===== src/rtl/port_io_pkg.sv =====
// Shared register offsets, CTRL bit positions and bus FSM states for the port I/O responder.
// No logic; no latency or backpressure of its own.
package port_io_pkg;

   localparam logic [2:0] OFS_OUT   = 3'd0;
   localparam logic [2:0] OFS_IN    = 3'd1;
   localparam logic [2:0] OFS_LOAD  = 3'd2;
   localparam logic [2:0] OFS_CTRL  = 3'd3;
   localparam logic [2:0] OFS_COUNT = 3'd4;
   localparam logic [2:0] OFS_STAT  = 3'd5;

   localparam int CTRL_EN  = 0;
   localparam int CTRL_IE  = 1;
   localparam int CTRL_AR  = 2;
   localparam int CTRL_EXP = 7;

   typedef enum logic [1:0] {
      IDLE = 2'd0,
      WAIT = 2'd1,
      ACK  = 2'd2
   } bus_state_t;

endpackage


===== src/rtl/port_io_timer.sv =====
// Interval timer: prescaler, down-counter with optional auto-reload, sticky expiry flag.
// Register writes take effect at the strobe edge; strobes are never stalled.
// A CTRL write that clears EN in the same cycle as a tick suppresses that tick.
module port_io_timer
   import port_io_pkg::*;
#(
   parameter int PRESCALE = 16
) (
   input  logic       clk_i,
   input  logic       rst_i,
   input  logic       load_wr,
   input  logic       ctrl_wr,
   input  logic       exp_clr,
   input  logic [7:0] wr_dat,
   output logic [7:0] load_q,
   output logic [7:0] count_q,
   output logic [2:0] ctrl_q,
   output logic       exp_q
);

   localparam int PW = (PRESCALE > 1) ? $clog2(PRESCALE) : 1;
   localparam logic [PW-1:0] PRESC_MAX = PW'(PRESCALE - 1);

   logic [PW-1:0] presc_q;
   logic          en_q;
   logic          ie_q;
   logic          ar_q;
   logic          stop_wr;
   logic          tick;
   logic          expire;

   always_comb begin
      stop_wr = ctrl_wr & ~wr_dat[CTRL_EN];
      tick    = en_q & (presc_q == PRESC_MAX) & ~stop_wr & ~load_wr;
      expire  = tick & (count_q == 8'h00);
   end

   always_ff @(posedge clk_i or posedge rst_i) begin
      if (rst_i) begin
         presc_q <= '0;
         load_q  <= 8'h00;
         count_q <= 8'h00;
         en_q    <= 1'b0;
         ie_q    <= 1'b0;
         ar_q    <= 1'b0;
         exp_q   <= 1'b0;
      end else begin
         if (load_wr) begin
            presc_q <= '0;
         end else if (en_q && !stop_wr) begin
            presc_q <= (presc_q == PRESC_MAX) ? '0 : presc_q + PW'(1);
         end

         if (load_wr) begin
            load_q  <= wr_dat;
            count_q <= wr_dat;
         end else if (tick) begin
            if (count_q != 8'h00) begin
               count_q <= count_q - 8'd1;
            end else begin
               count_q <= ar_q ? load_q : 8'h00;
            end
         end

         // setting the flag takes priority over any clear in the same cycle
         if (expire) begin
            exp_q <= 1'b1;
         end else if (exp_clr) begin
            exp_q <= 1'b0;
         end

         if (ctrl_wr) begin
            en_q <= wr_dat[CTRL_EN];
            ie_q <= wr_dat[CTRL_IE];
            ar_q <= wr_dat[CTRL_AR];
         end else if (expire && !ar_q) begin
            en_q <= 1'b0;
         end
      end
   end

   assign ctrl_q = {ar_q, ie_q, en_q};

endmodule


===== src/rtl/port_io_responder.sv =====
// Port-bus responder with GPIO latch, synchronised GPIO input and interval timer (PORT_IO_RDWAIT_EN adds a read wait state).
// Latency: ack one cycle after the sampling edge, reads two cycles when PORT_IO_RDWAIT_EN is defined.
// Backpressure: requests are ignored while a response is in flight, so at most one ack per two cycles.
module port_io_responder
   import port_io_pkg::*;
#(
   parameter logic [7:0] BASE_ADDR = 8'h00,
   parameter int         PRESCALE  = 16
) (
   input  logic       clk_i,
   input  logic       rst_i,
   input  logic       port_cyc_i,
   input  logic       port_stb_i,
   input  logic       port_we_i,
   input  logic [7:0] port_adr_i,
   input  logic [7:0] port_dat_i,
   output logic [7:0] port_dat_o,
   output logic       port_ack_o,
   input  logic [7:0] gpio_i,
   output logic [7:0] gpio_o,
   output logic       int_req_o,
   input  logic       int_ack_i
);

   bus_state_t state_q;
   bus_state_t state_d;
   logic       req;
   logic       hit;
   logic       wr_en;
   logic       cap_rd;
   logic [2:0] ofs;
   logic [2:0] rd_ofs;
   logic [7:0] out_q;
   logic [7:0] sync1_q;
   logic [7:0] sync2_q;
   logic [7:0] dat_q;
   logic [7:0] rd_mux;
   logic [7:0] load_q;
   logic [7:0] count_q;
   logic [2:0] ctrl_q;
   logic       exp_q;
   logic       load_wr;
   logic       ctrl_wr;
   logic       exp_clr;

   assign req = port_cyc_i & port_stb_i;
   assign hit = (port_adr_i[7:3] == BASE_ADDR[7:3]);
   assign ofs = port_adr_i[2:0];

   always_comb begin
      state_d = state_q;
      wr_en   = 1'b0;
      cap_rd  = 1'b0;
      case (state_q)
         IDLE: begin
            if (req && hit) begin
               state_d = ACK;
               if (port_we_i) begin
                  wr_en = 1'b1;
               end else begin
`ifdef PORT_IO_RDWAIT_EN
                  state_d = WAIT;
`else
                  cap_rd  = 1'b1;
`endif
               end
            end
         end
         WAIT: begin
            cap_rd  = 1'b1;
            state_d = ACK;
         end
         ACK:     state_d = IDLE;
         default: state_d = IDLE;
      endcase
   end

`ifdef PORT_IO_RDWAIT_EN
   // the bus only holds the address for the sampling edge
   logic [2:0] ofs_q;

   always_ff @(posedge clk_i or posedge rst_i) begin
      if (rst_i) begin
         ofs_q <= 3'd0;
      end else if (state_q == IDLE && req && hit) begin
         ofs_q <= ofs;
      end
   end

   assign rd_ofs = ofs_q;
`else
   assign rd_ofs = ofs;
`endif

   always_comb begin
      load_wr = wr_en & (ofs == OFS_LOAD);
      ctrl_wr = wr_en & (ofs == OFS_CTRL);
      exp_clr = int_ack_i | (wr_en & (ofs == OFS_STAT) & port_dat_i[CTRL_EXP]);
   end

   always_comb begin
      rd_mux = 8'h00;
      case (rd_ofs)
         OFS_OUT:   rd_mux = out_q;
         OFS_IN:    rd_mux = sync2_q;
         OFS_LOAD:  rd_mux = load_q;
         OFS_CTRL:  rd_mux = {exp_q, 4'b0000, ctrl_q};
         OFS_COUNT: rd_mux = count_q;
         OFS_STAT:  rd_mux = {exp_q, 7'b0000000};
         default:   rd_mux = 8'h00;
      endcase
   end

   always_ff @(posedge clk_i or posedge rst_i) begin
      if (rst_i) begin
         state_q <= IDLE;
         out_q   <= 8'h00;
         sync1_q <= 8'h00;
         sync2_q <= 8'h00;
         dat_q   <= 8'h00;
      end else begin
         state_q <= state_d;
         sync1_q <= gpio_i;
         sync2_q <= sync1_q;
         if (wr_en && ofs == OFS_OUT) begin
            out_q <= port_dat_i;
         end
         if (cap_rd) begin
            dat_q <= rd_mux;
         end
      end
   end

   port_io_timer #(
      .PRESCALE (PRESCALE)
   ) u_timer (
      .clk_i   (clk_i),
      .rst_i   (rst_i),
      .load_wr (load_wr),
      .ctrl_wr (ctrl_wr),
      .exp_clr (exp_clr),
      .wr_dat  (port_dat_i),
      .load_q  (load_q),
      .count_q (count_q),
      .ctrl_q  (ctrl_q),
      .exp_q   (exp_q)
   );

   assign port_ack_o = (state_q == ACK);
   assign port_dat_o = dat_q;
   assign gpio_o     = out_q;
   assign int_req_o  = exp_q & ctrl_q[CTRL_IE];

endmodule


===== config.mk =====
export PLATFORM = sky130hd
export DESIGN_NAME = port_io_responder
export DESIGN_NICKNAME = d
export VERILOG_FILES = /design/src/rtl/port_io_pkg.sv /design/src/rtl/port_io_timer.sv /design/src/rtl/port_io_responder.sv
export SDC_FILE = /design/constraint.sdc
export NUM_CORES = 1
export LEC_CHECK = 0
export ABC_AREA = 1
export CORE_UTILIZATION = 47
export CTS_CLUSTER_DIAMETER = 50
export DETAILED_ROUTE_END_ITERATION = 8
export HOLD_SLACK_MARGIN = 0.08
export PLACE_DENSITY = 0.82
export RECOVER_POWER = 25
export SLEW_MARGIN = 30
export SYNTH_ARGS = -nofsm -noshare
export SYNTH_HDL_FRONTEND = slang
export SYNTH_SLANG_ARGS = --single-unit

===== constraint.sdc =====
create_clock -name clk_i -period 1.7 [get_ports clk_i]
set_input_delay 0.34 -clock clk_i [delete_from_list [all_inputs] [get_ports clk_i]]
set_output_delay 0.34 -clock clk_i [all_outputs]
set_load 0.005 [all_outputs]

After elaboration in Yosys (flattened, before gate mapping) --
Index checks and enable logic that the tools add are counted.
Storage, ports and cells: register bits after elaboration 58, bits of input ports 30, output and inout port bits 18
Cells by class: add/sub/neg operators 2, equality and inequality tests 9, mux-type cells 20, bitwise logic cells 15, reduce and logical (&&, ||, !) cells 15
Operators with widths (number):
- $pmux 8 s6 | 1
- $mux 8 | 4
- $mux 4 | 3
- $and 1x1->1 | 11
- $mux 1 | 9
- $logic_not 8->1 | 1
- $reduce_bool 2->1 | 4
- $reduce_bool 8->1 | 1
- $sub 8x1->8 const B | 1
- $eq 3x2->1 const B | 2
- $eq 3x3->1 const B | 2
- $logic_not 5->1 | 1
- $add 4x1->4 const B | 1
- $eq 4x4->1 const B | 1
- $logic_and 1x1->1 | 4
- $pmux 2 s2 | 1
- $eq 3x1->1 const B | 1
- $logic_not 3->1 | 1
- $not 1->1 | 3
- $eq 2x1->1 const B | 1
- $eq 2x2->1 const B | 1
- $logic_not 1->1 | 2
- $logic_not 2->1 | 1
- $mux 2 | 1
- 3 further kinds | 3

Logic depth before layout (Yosys ltp) --
Gate-level depths: netlist (run 1).
depth after elaboration 13, depth in mapped cells 13, mapped depth without buffers 13

Modules after synthesis --
A second synthesis (run 1) with hierarchy kept.
Unflattened totals: cell total of the unflattened synthesis 393, area, all modules 3080.5 sq um
Modules (own cells, without submodules):
- port_io_responder | instances 1, cells an instance 203, area each 1640.3 sq um, sequential area each 825.8 sq um
- port_io_timer | instances 1, cells an instance 190, area each 1440.1 sq um, sequential area each 600.6 sq um

Worst setup path after synthesis (run 1) --
No wires, ideal clock.
path type reg2reg, start point register u_timer.count_q[0], end point register u_timer.count_q[6], library setup time 65 ps, arrival time 1479 ps, required time 1635 ps, slack 156 ps, stages on the path, launching flop included 14, cells stage by stage dfrtp_1 -> inv_1 -> ha_1 -> inv_1 -> nor2_1 -> nand2_1 -> nor2_1 -> buf_2 -> nand3_1 -> nand2_1 -> nand2_1 -> nand2_1 -> nand2_1 -> nand2_1
On the way: word-level cells in the longest chain between the ends 4, elaborated cells on any way between the ends 5, classes of those cells add/sub (1); mux (3); reduce/logical (1)
Ends and longest elaborated chain:
- from (decl) | line port_io_timer.sv:16 | output logic [7:0] count_q,
- from (signal assigned) | line port_io_timer.sv:56 | count_q <= wr_dat;
- from (signal assigned) | line port_io_timer.sv:59 | count_q <= count_q - 8'd1;
- from (signal assigned) | line port_io_timer.sv:61 | count_q <= ar_q ? load_q : 8'h00;
- $sub 8x1->8 or $reduce_bool 8->1 (tied branches) | line port_io_timer.sv:59, port_io_timer.sv:58
- $mux 8 (*) | line port_io_timer.sv:58 | if (count_q != 8'h00) begin
- $mux 8 (*) | line port_io_timer.sv:57 | end else if (tick) begin
- $mux 8 (*) | line port_io_timer.sv:54 | if (load_wr) begin
Mark *: on every way between the ends. The rest lies on a longest branch, timed or not. The select of a mux whose other input is x is not followed. A chain may end at the register's enable or synchronous reset.

Final worst setup path (run 1) --
start point register out_q[3], in the netlist gpio_o[3], end point output gpio_o[3]
RTL lines:
- from (decl) | line port_io_responder.sv:33 | logic [7:0] out_q;
- from (signal assigned) | line port_io_responder.sv:126 | out_q <= port_dat_i;
- to (decl) | line port_io_responder.sv:20 | output logic [7:0] gpio_o,
No word-level cell between the ends.

==> metrics, run 1 <==
outcome finished, final reports clean; # DRC 0; initial core utilization approximately 50%; sw power between 0.0007 and 0.0008 W; minimum clock period 1.61 ns; Hold Path Class reg2reg; Root Driver clkbuf_8; Reg-to-Reg End u_timer.count_q[6]; Max H-tree Level 3; Peak Freq ~620 MHz; Synth-to-Final Area Change 35.7%; vias in the first global route 2,488; Worst Path Buf+Inv 1; library cells used by synthesis 33; register area share after synthesis between 50% and 60%; Inserted Diodes 0; Hold Path Sink sync2_q[2]; Clk pin slew, worst setup/hold paths roughly 0.07 ns; FF-to-FF Start u_timer.count_q[1]; number of max-cap violations 0; Sequential Power Share 46.8%; # fillers around 460; Max-slew headroom about half; Die Footprint just over 0.006 mm²; fin crit share a little over nine tenths; crit path cell chain clkdlybuf4s50_1; Syn Nets ~360; GRT Util Overall around a quarter; crit path kind reg2out; Critical Path Max Stage Delay 0.52 ns; most common cell after layout, fill and taps aside nand2_1; worst hold slack ~0.35 ns; WL/cell 14.5 µm; Row Count 27; Reg2Reg Depth 13; I/O pin cnt 48; Pre-antenna DRT Iters 4; peak supply drop approximately 940 µV; Worst Tran Pin Value 0.755 ns; final core utilization between 60% and 70%; Slew Limit Fails 0; Sw Share 24.5%; die width just under 80 µm; leakage slightly below 2 nW; Slowest-stage cell, CP clkdlybuf4s50_1; Worst EP required roughly 1.4 ns; total power approximately 0.003 W; GR Overflow Total 0; CP Max Fanout 3; Startpoint Class flip-flop; DP Wirelength 5270 µm; Final #Nets ~450; Worst R2R Setup Slack ~0.12 ns; largest net degree at the start of global routing slightly below 60; final hold vios 0; Pint approximately 0.0023 W; Worst Skew about 0.011 ns; Syn Area/Cell ~8.4 µm²; Synth Register Bits 57; hold path depth 0; proportion of layout cells with a drive suffix above 1 between 10% and 20%; CTS tree yes; detailed-route via count between 2,000 and 3,000; Clk Latency, worst-skew pair between 0.3 and 0.4 ns; HP Start sync1_q[2]; Final Setup Violations 0; commonest cells after routing, fill and taps aside 131 x nand2_1, 57 x dfrtp_1, 37 x clkdlybuf4s50_1; overall die height between 70 and 80 µm; crit-path leading delay family buffers and inverters; Clock power frac 44.4%; initial antenna violation count 0; Cell Area, Synth about 0.0028 mm²; Vias/cell just over 5; pwr/cell area between 800 and 900 mW/mm²; cell count after synthesis 331; Max clock buf depth 2; critical path capture point type primary output; Num CTS Buffers 9; Sink Count 57; combinational fraction of design power about 9%; Syn. warnings 0; core area around 0.0056 mm²; wirelength, routed around 7100 µm; first-pass GRT wire length between 10,000 and 15,000 µm; GPL Wtd Cong around 0.93; CP arrival ~1.3 ns; Post-CTS Hold Fix Bufs 0; post-route antenna net violation count 0; IO Port Bufs 47; 1st-iter DRT viols approximately 180
-- flip-flops by register name, summed over array words and instances (netlist names) --
signal,flops
sync2_q,8
port_dat_o,8
u_timer.count_q,8
u_timer.ar_q,1
u_timer.ie_q,1
gpio_o,8
state_q,1
u_timer.exp_q,1
u_timer.en_q,1
u_timer.load_q,8
u_timer.presc_q,4
sync1_q,8
-- area by class of cell --
type	instances	area, µm²	area share (%)
tap	72	90.1	2.40
multi-input combinational	239	1210	32.1
clock buffer	11	151	4.03
clock inverter	5	62.6	1.67
sequential	57	1430	38.0
inverter	30	119	3.17
timing repair buffer	77	698	18.6
-- worst register-to-register path, cell delays in order (launching register included) --
cell     delay [ns]
dfrtp_1        0.40
inv_2          0.08
ha_1           0.15
inv_1          0.05
nor2_2         0.09
nand2_1        0.09
nor2_4         0.12
buf_6          0.14
nand3_1        0.09
nand2_1        0.10
nand2_1        0.05
nand2_1        0.05
nand2_1        0.05
nand2_1        0.05
-- how the worst max path moves through the flow --
stage / startpoint / end / cells past startpoint
3_3_place_gp: port_adr_i[6] / gpio_o[7] / 8
6_report: gpio_o[3] / gpio_o[3] / 1
3_5_place_dp: port_adr_i[4] / u_timer.count_q[5] / 11
5_1_grt: port_adr_i[3] / u_timer.count_q[6] / 10
4_1_cts: u_timer.count_q[0] / u_timer.count_q[6] / 13
2_1_floorplan: u_timer.count_q[0] / u_timer.count_q[6] / 13
-- metrics by stage --
step	TNS, ns	setup slack (ns)	cell area (µm²)	cells
2_1_floorplan	0	0.156	2770	331
3_3_place_gp	-4.12	-0.190	3510	473
3_5_place_dp	-6.47	-0.278	3510	473
4_1_cts	0	0.0244	3730	489
5_1_grt	-0.0903	-0.0208	3750	491
6_report	0	0.0890	3750	491
-- metal layers --
metal  track usage [%]  vias up  share of wire, %
met1              32.7     1198                41
met5                 0        -                 0
met4              12.6        0               1.9
met3              4.48       13               7.5
met2              41.6       98                50
li1                  -     1230                 -
-- synth_stat cells --
cell / count / area share [%]
o31ai_1: 1 / 0.27
nand4_1: 3 / 0.68
inv_2: 4 / 0.54
nor3_1: 1 / 0.18
clkbuf_1: 1 / 0.14
a22o_1: 1 / 0.32
o21ai_0: 20 / 3.6
nor2_4: 2 / 0.81
nand3_1: 24 / 4.3
buf_4: 1 / 0.27
inv_1: 26 / 3.5
nand2_4: 1 / 0.41
nor2_2: 4 / 0.90
nand2_1: 132 / 18
a21oi_1: 3 / 0.54
nand3_2: 1 / 0.36
nor3_4: 1 / 0.59
o211ai_1: 3 / 0.81
buf_2: 1 / 0.18
buf_6: 2 / 0.81
o2111ai_1: 2 / 0.63
dfrtp_1: 57 / 52
nand2_2: 6 / 1.4
nand3_4: 1 / 0.63
nor2_1: 17 / 2.3
mux2_4: 4 / 2.2
nand3b_1: 2 / 0.54
ha_1: 3 / 1.4
a211oi_1: 1 / 0.27
xor2_1: 3 / 0.95
or2_1: 1 / 0.23
a32o_1: 1 / 0.36
mux2_2: 1 / 0.41
-- power by group through the flow --
stage / Clock [W] / Sequential [W] / Combinational (W)
2_1_floorplan: 0 / 0.00144 / 0.000119
3_3_place_gp: 0 / 0.00144 / 0.000264
3_5_place_dp: 0 / 0.00145 / 0.000269
4_1_cts: 0.00137 / 0.00142 / 0.000271
5_1_grt: 0.00144 / 0.00142 / 0.000297
6_report: 0.00135 / 0.00142 / 0.000267
-- kinds of logic (layout without fill, tap and decap cells) --
group | count (synthesis) | in the layout | synth area share [%]
mux | 5 | 5 | 2.58
flops | 57 | 57 | 51.6
fa+ha+maj | 3 | 3 | 1.36
xor+xnor | 3 | 3 | 0.950
compound gates | 32 | 32 | 6.83
simple gates | 196 | 196 | 31.3
buf+inv | 35 | 123 | 5.47
-- timing repair --
action                                  in CTS  in global routing
gates resized for setup                      2                 11
endpoints found under the setup margin       2                  9
pin swaps                                    0                  5
buffers inserted                             0                  2
endpoints found under the hold margin        0                  0
Note: power is estimated with default switching activity, not from simulation.
==> run 2: changes to the inputs <==
--- a/config.mk
+++ b/config.mk
@@ -6,13 +6,14 @@
 export NUM_CORES = 1
 export LEC_CHECK = 0
 export ABC_AREA = 1
-export CORE_UTILIZATION = 47
+export CORE_UTILIZATION = 49
 export CTS_CLUSTER_DIAMETER = 50
 export DETAILED_ROUTE_END_ITERATION = 8
 export HOLD_SLACK_MARGIN = 0.08
-export PLACE_DENSITY = 0.82
+export PLACE_DENSITY = 0.84
 export RECOVER_POWER = 25
 export SLEW_MARGIN = 30
 export SYNTH_ARGS = -nofsm -noshare
 export SYNTH_HDL_FRONTEND = slang
+export SYNTH_HIERARCHICAL = 1
 export SYNTH_SLANG_ARGS = --single-unit
==> run 2 against run 1 <==
  * The run now ends with setup timing left
  * Highest routed layer unchanged
  * Clock-buffer cell count fell by 1
  * Die area grew 6.6%
  * Area after synthesis increased by 11%
  * Clock power shrank 15%
==> metrics, run 2 <==
CTS tree yes (unchanged); library cells used by synthesis 35 (was 33); number of max-cap violations 0 (unchanged); cell count after synthesis 393 (was 331); peak supply drop 524 µV (was 944 µV); Clk pin slew, worst setup/hold paths 0.07 ns (about the same); critical path capture point type flip-flop (was primary output); Syn Area/Cell 7.84 µm² (was 8.36 µm²); Clk Latency, worst-skew pair 0.34 ns (was 0.35 ns); vias in the first global route 2,922 (was 2,488); Die Footprint 0.00661 mm² (was 0.00620 mm²); core area 0.00599 mm² (was 0.00557 mm²); CP arrival 2.10 ns (was 1.27 ns); initial antenna violation count 0 (unchanged); Critical Path Max Stage Delay 0.40 ns (was 0.52 ns); Max-slew headroom 59.2% (was 49.7%); fin crit share 107% (was 94.8%); proportion of layout cells with a drive suffix above 1 25.1% (was 19.3%); detailed-route via count 3,019 (was 2,539); Commonest cells post-synth 144 x nand2_1, 57 x dfrtp_1, 48 x inv_1 (was 132 x nand2_1, 57 x dfrtp_1, 26 x inv_1); Final #Nets 519 (was 447); Slowest-stage cell, CP clkdlybuf4s50_1 (unchanged); Startpoint Class input pin (was flip-flop); unrepaired setup endpoints after global routing yes; Post-Layout Cell Count 566 (was 491); Inserted Diodes 0 (unchanged); GR Overflow Total 0 (unchanged); hold path depth 0 (unchanged); sw power 0.000809 W (was 0.000743 W); commonest cells after routing, fill and taps aside 128 x nand2_1, 57 x dfrtp_1, 47 x inv_1 (was 131 x nand2_1, 57 x dfrtp_1, 37 x clkdlybuf4s50_1); Sink Count 57 (unchanged); largest net degree at the start of global routing 34 (was 58); Post-synth EDFFs 0 (unchanged); Pre-antenna DRT Iters 5 (was 4); final worst slack -0.123 ns (was 0.0890 ns); die width 81.3 µm (was 78.7 µm); DP Wirelength 5580 µm (was 5270 µm); top post-synthesis cells by area dfrtp_1 46%, nand2_1 18%, inv_1 5.8% (was dfrtp_1 52%, nand2_1 18%, nand3_1 4.3%); crit path cell chain clkdlybuf4s50_1, inv_1, nand2_2, nor3_4, nand2_4, nor3_4, buf_4, buf_6, nand2_2, nand2_1, nand2_2, nand2_1, nand2_1, nand2_1 (was clkdlybuf4s50_1); Syn. warnings 6 (was 0); Synth async-reset ratio 100% (unchanged); post-route antenna net violation count 0 (unchanged); Root Driver clkbuf_8 (unchanged); # DRC 0 (unchanged); WL/cell 14.9 µm (was 14.5 µm); Peak Freq 549 MHz (was 621 MHz); overall die height 81.3 µm (was 78.7 µm); Sw Share 27.4% (was 24.5%); initial core utilization 51.4% (was 49.6%); Max clock buf depth 2 (unchanged); minimum clock period 1.82 ns (was 1.61 ns); Placement Cell Area 0.00381 mm² (was 0.00351 mm²); failing checks setup timing; area leader, netlist dfrtp_1 (unchanged); Synth Register Bits 57 (unchanged); GRT Util Overall 26.1% (was 25.5%); outcome finished, violations left (was finished, final reports clean); Synth-to-Final Area Change 38.3% (was 35.7%); GPL Wtd Cong 0.892 (was 0.928); post-route cell area 0.00426 mm² (was 0.00375 mm²); Cell Area, Synth 0.00308 mm² (was 0.00277 mm²); Slew Limit Fails 0 (unchanged); Num CTS Buffers 9 (unchanged); Worst Path Buf+Inv 4 (was 1); Worst Skew 0.00926 ns (was 0.0107 ns); Sequential Power Share 49.5% (was 46.8%); Hold Path Class reg2reg (unchanged); wirelength, routed 8420 µm (was 7100 µm); most common cell after layout, fill and taps aside nand2_1 (unchanged); Worst Tran Pin Value 0.612 ns (was 0.755 ns); crit path kind in2reg (was reg2out); 1st-iter DRT viols 216 (was 179); leakage 2.23 nW (was 1.96 nW); Post-Place Cells 534 (was 473); Max H-tree Level 3 (unchanged); pwr/cell area 692 mW/mm² (was 808 mW/mm²); CP most frequent cell nand2_1; final core utilization 71.1% (was 67.3%); Reg2Reg Depth 13 (unchanged); I/O pin cnt 48 (unchanged); Top FF cell, synth dfrtp_1 (unchanged); Vias/cell 5.33 (was 5.17); Row Count 28 (was 27); crit-path leading delay family simple AND/OR/NAND/NOR gates (was buffers and inverters); count leader, synth nand2_1 (unchanged); worst slack, placed -0.516 ns (was -0.278 ns); CP Max Fanout 6 (was 3); Post-CTS Hold Fix Bufs 0 (unchanged); Final Setup Violations 11 (was 0); Clock power frac 39.0% (was 44.4%); Syn Nets 426 (was 364); IO Port Bufs 47 (unchanged); combinational fraction of design power 11.5% (was 8.8%); Synth top area share 46.3% (was 51.6%); final hold vios 0 (unchanged); first-pass GRT wire length 12,900 µm (was 11,700 µm); CP Depth 14 (was 1); Pint 0.00214 W (was 0.00229 W); Worst EP required 1.97 ns (was 1.36 ns); register area share after synthesis 46.3% (was 51.6%)
## run 2: cell types whose count changed after synthesis, moves of 7 or more
cell     previous run  this run
nor2_1             17        26
nand4_1             3        18
o21ai_0            20         8
nand3_1            24        31
inv_1              26        48
nand2_1           132       144
## run 2: kinds of logic after synthesis
logic type	after synthesis	synth area share, %
compound gates	18	3.49
xor+xnor	2	0.569
fa+ha+maj	3	1.22
buf+inv	66	10.3
flops	57	46.3
mux	1	0.366
simple gates	246	37.7
## run 2: final cells by class
type	instances	area (µm²)
timing repair buffer	94	875
clock inverter	6	42.5
multi-input combinational	270	1470
fill	443	1730
inverter	54	218
tap	75	93.8
sequential	57	1430
clock buffer	10	138
## run 2: per-layer routing
layer	part of all wire [%]	routed length (µm)	global-route usage (%)	up-vias
li1	-	-	-	1417
met1	40	3400	31.0	1440
met2	51	4270	44.7	134
met3	6.5	551	7.08	28
met4	2.4	200	10.2	0
met5	0	0	0	-
## run 2: timing repair
action	4_1_cts	5_1_grt
buffers inserted	8	6
endpoints found under the setup margin	13	32
gates cloned	0	2
pin swaps	8	8
gates resized for setup	22	24
## run 2: path summary, 6_finish.rpt
| check | start | to | slack (ns) |
|---|---|---|---|
| worst min-delay path | sync1_q[4] | sync2_q[4] | 0.35 |
| min in group asynchronous | rst_i | gpio_o[5] | 0.54 |
| worst max-delay path | port_adr_i[3] | u_timer/count_q[6] | -0.12 |
| worst max register to register | state_q[1] | u_timer/count_q[6] | -0.10 |
| worst min register to register | sync1_q[4] | sync2_q[4] | 0.35 |
| max in group asynchronous | rst_i | u_timer/count_q[2] | 0.67 |
## run 2: worst register-to-register path, delay by kind of cell, from the launching register on
| family | cells | cell delay, ns |
|---|---|---|
| buf+inv | 2 | 0.29 |
| flops | 1 | 0.39 |
| simple gates | 11 | 1.05 |
## run 2: power by group through the flow
stage          combinational, W  sequential, W  clock (W)
2_1_floorplan          0.000157        0.00147          0
3_3_place_gp           0.000298        0.00148          0
4_1_cts                0.000320        0.00146    0.00117
5_1_grt                0.000377        0.00146    0.00123
3_5_place_dp           0.000310        0.00148          0
6_report               0.000339        0.00146    0.00115
## run 2: through the flow
| step | hold WS, ns | setup TNS [ns] | total power, W |
|---|---|---|---|
| floorplan | 0.331 | -0.965 | 0.00162 |
| global placement | 0.331 | -9.81 | 0.00177 |
| detailed placement | 0.335 | -11.76 | 0.00179 |
| CTS | 0.352 | -0.411 | 0.00295 |
| global route | 0.360 | -2.38 | 0.00307 |
| finish | 0.351 | -0.861 | 0.00295 |
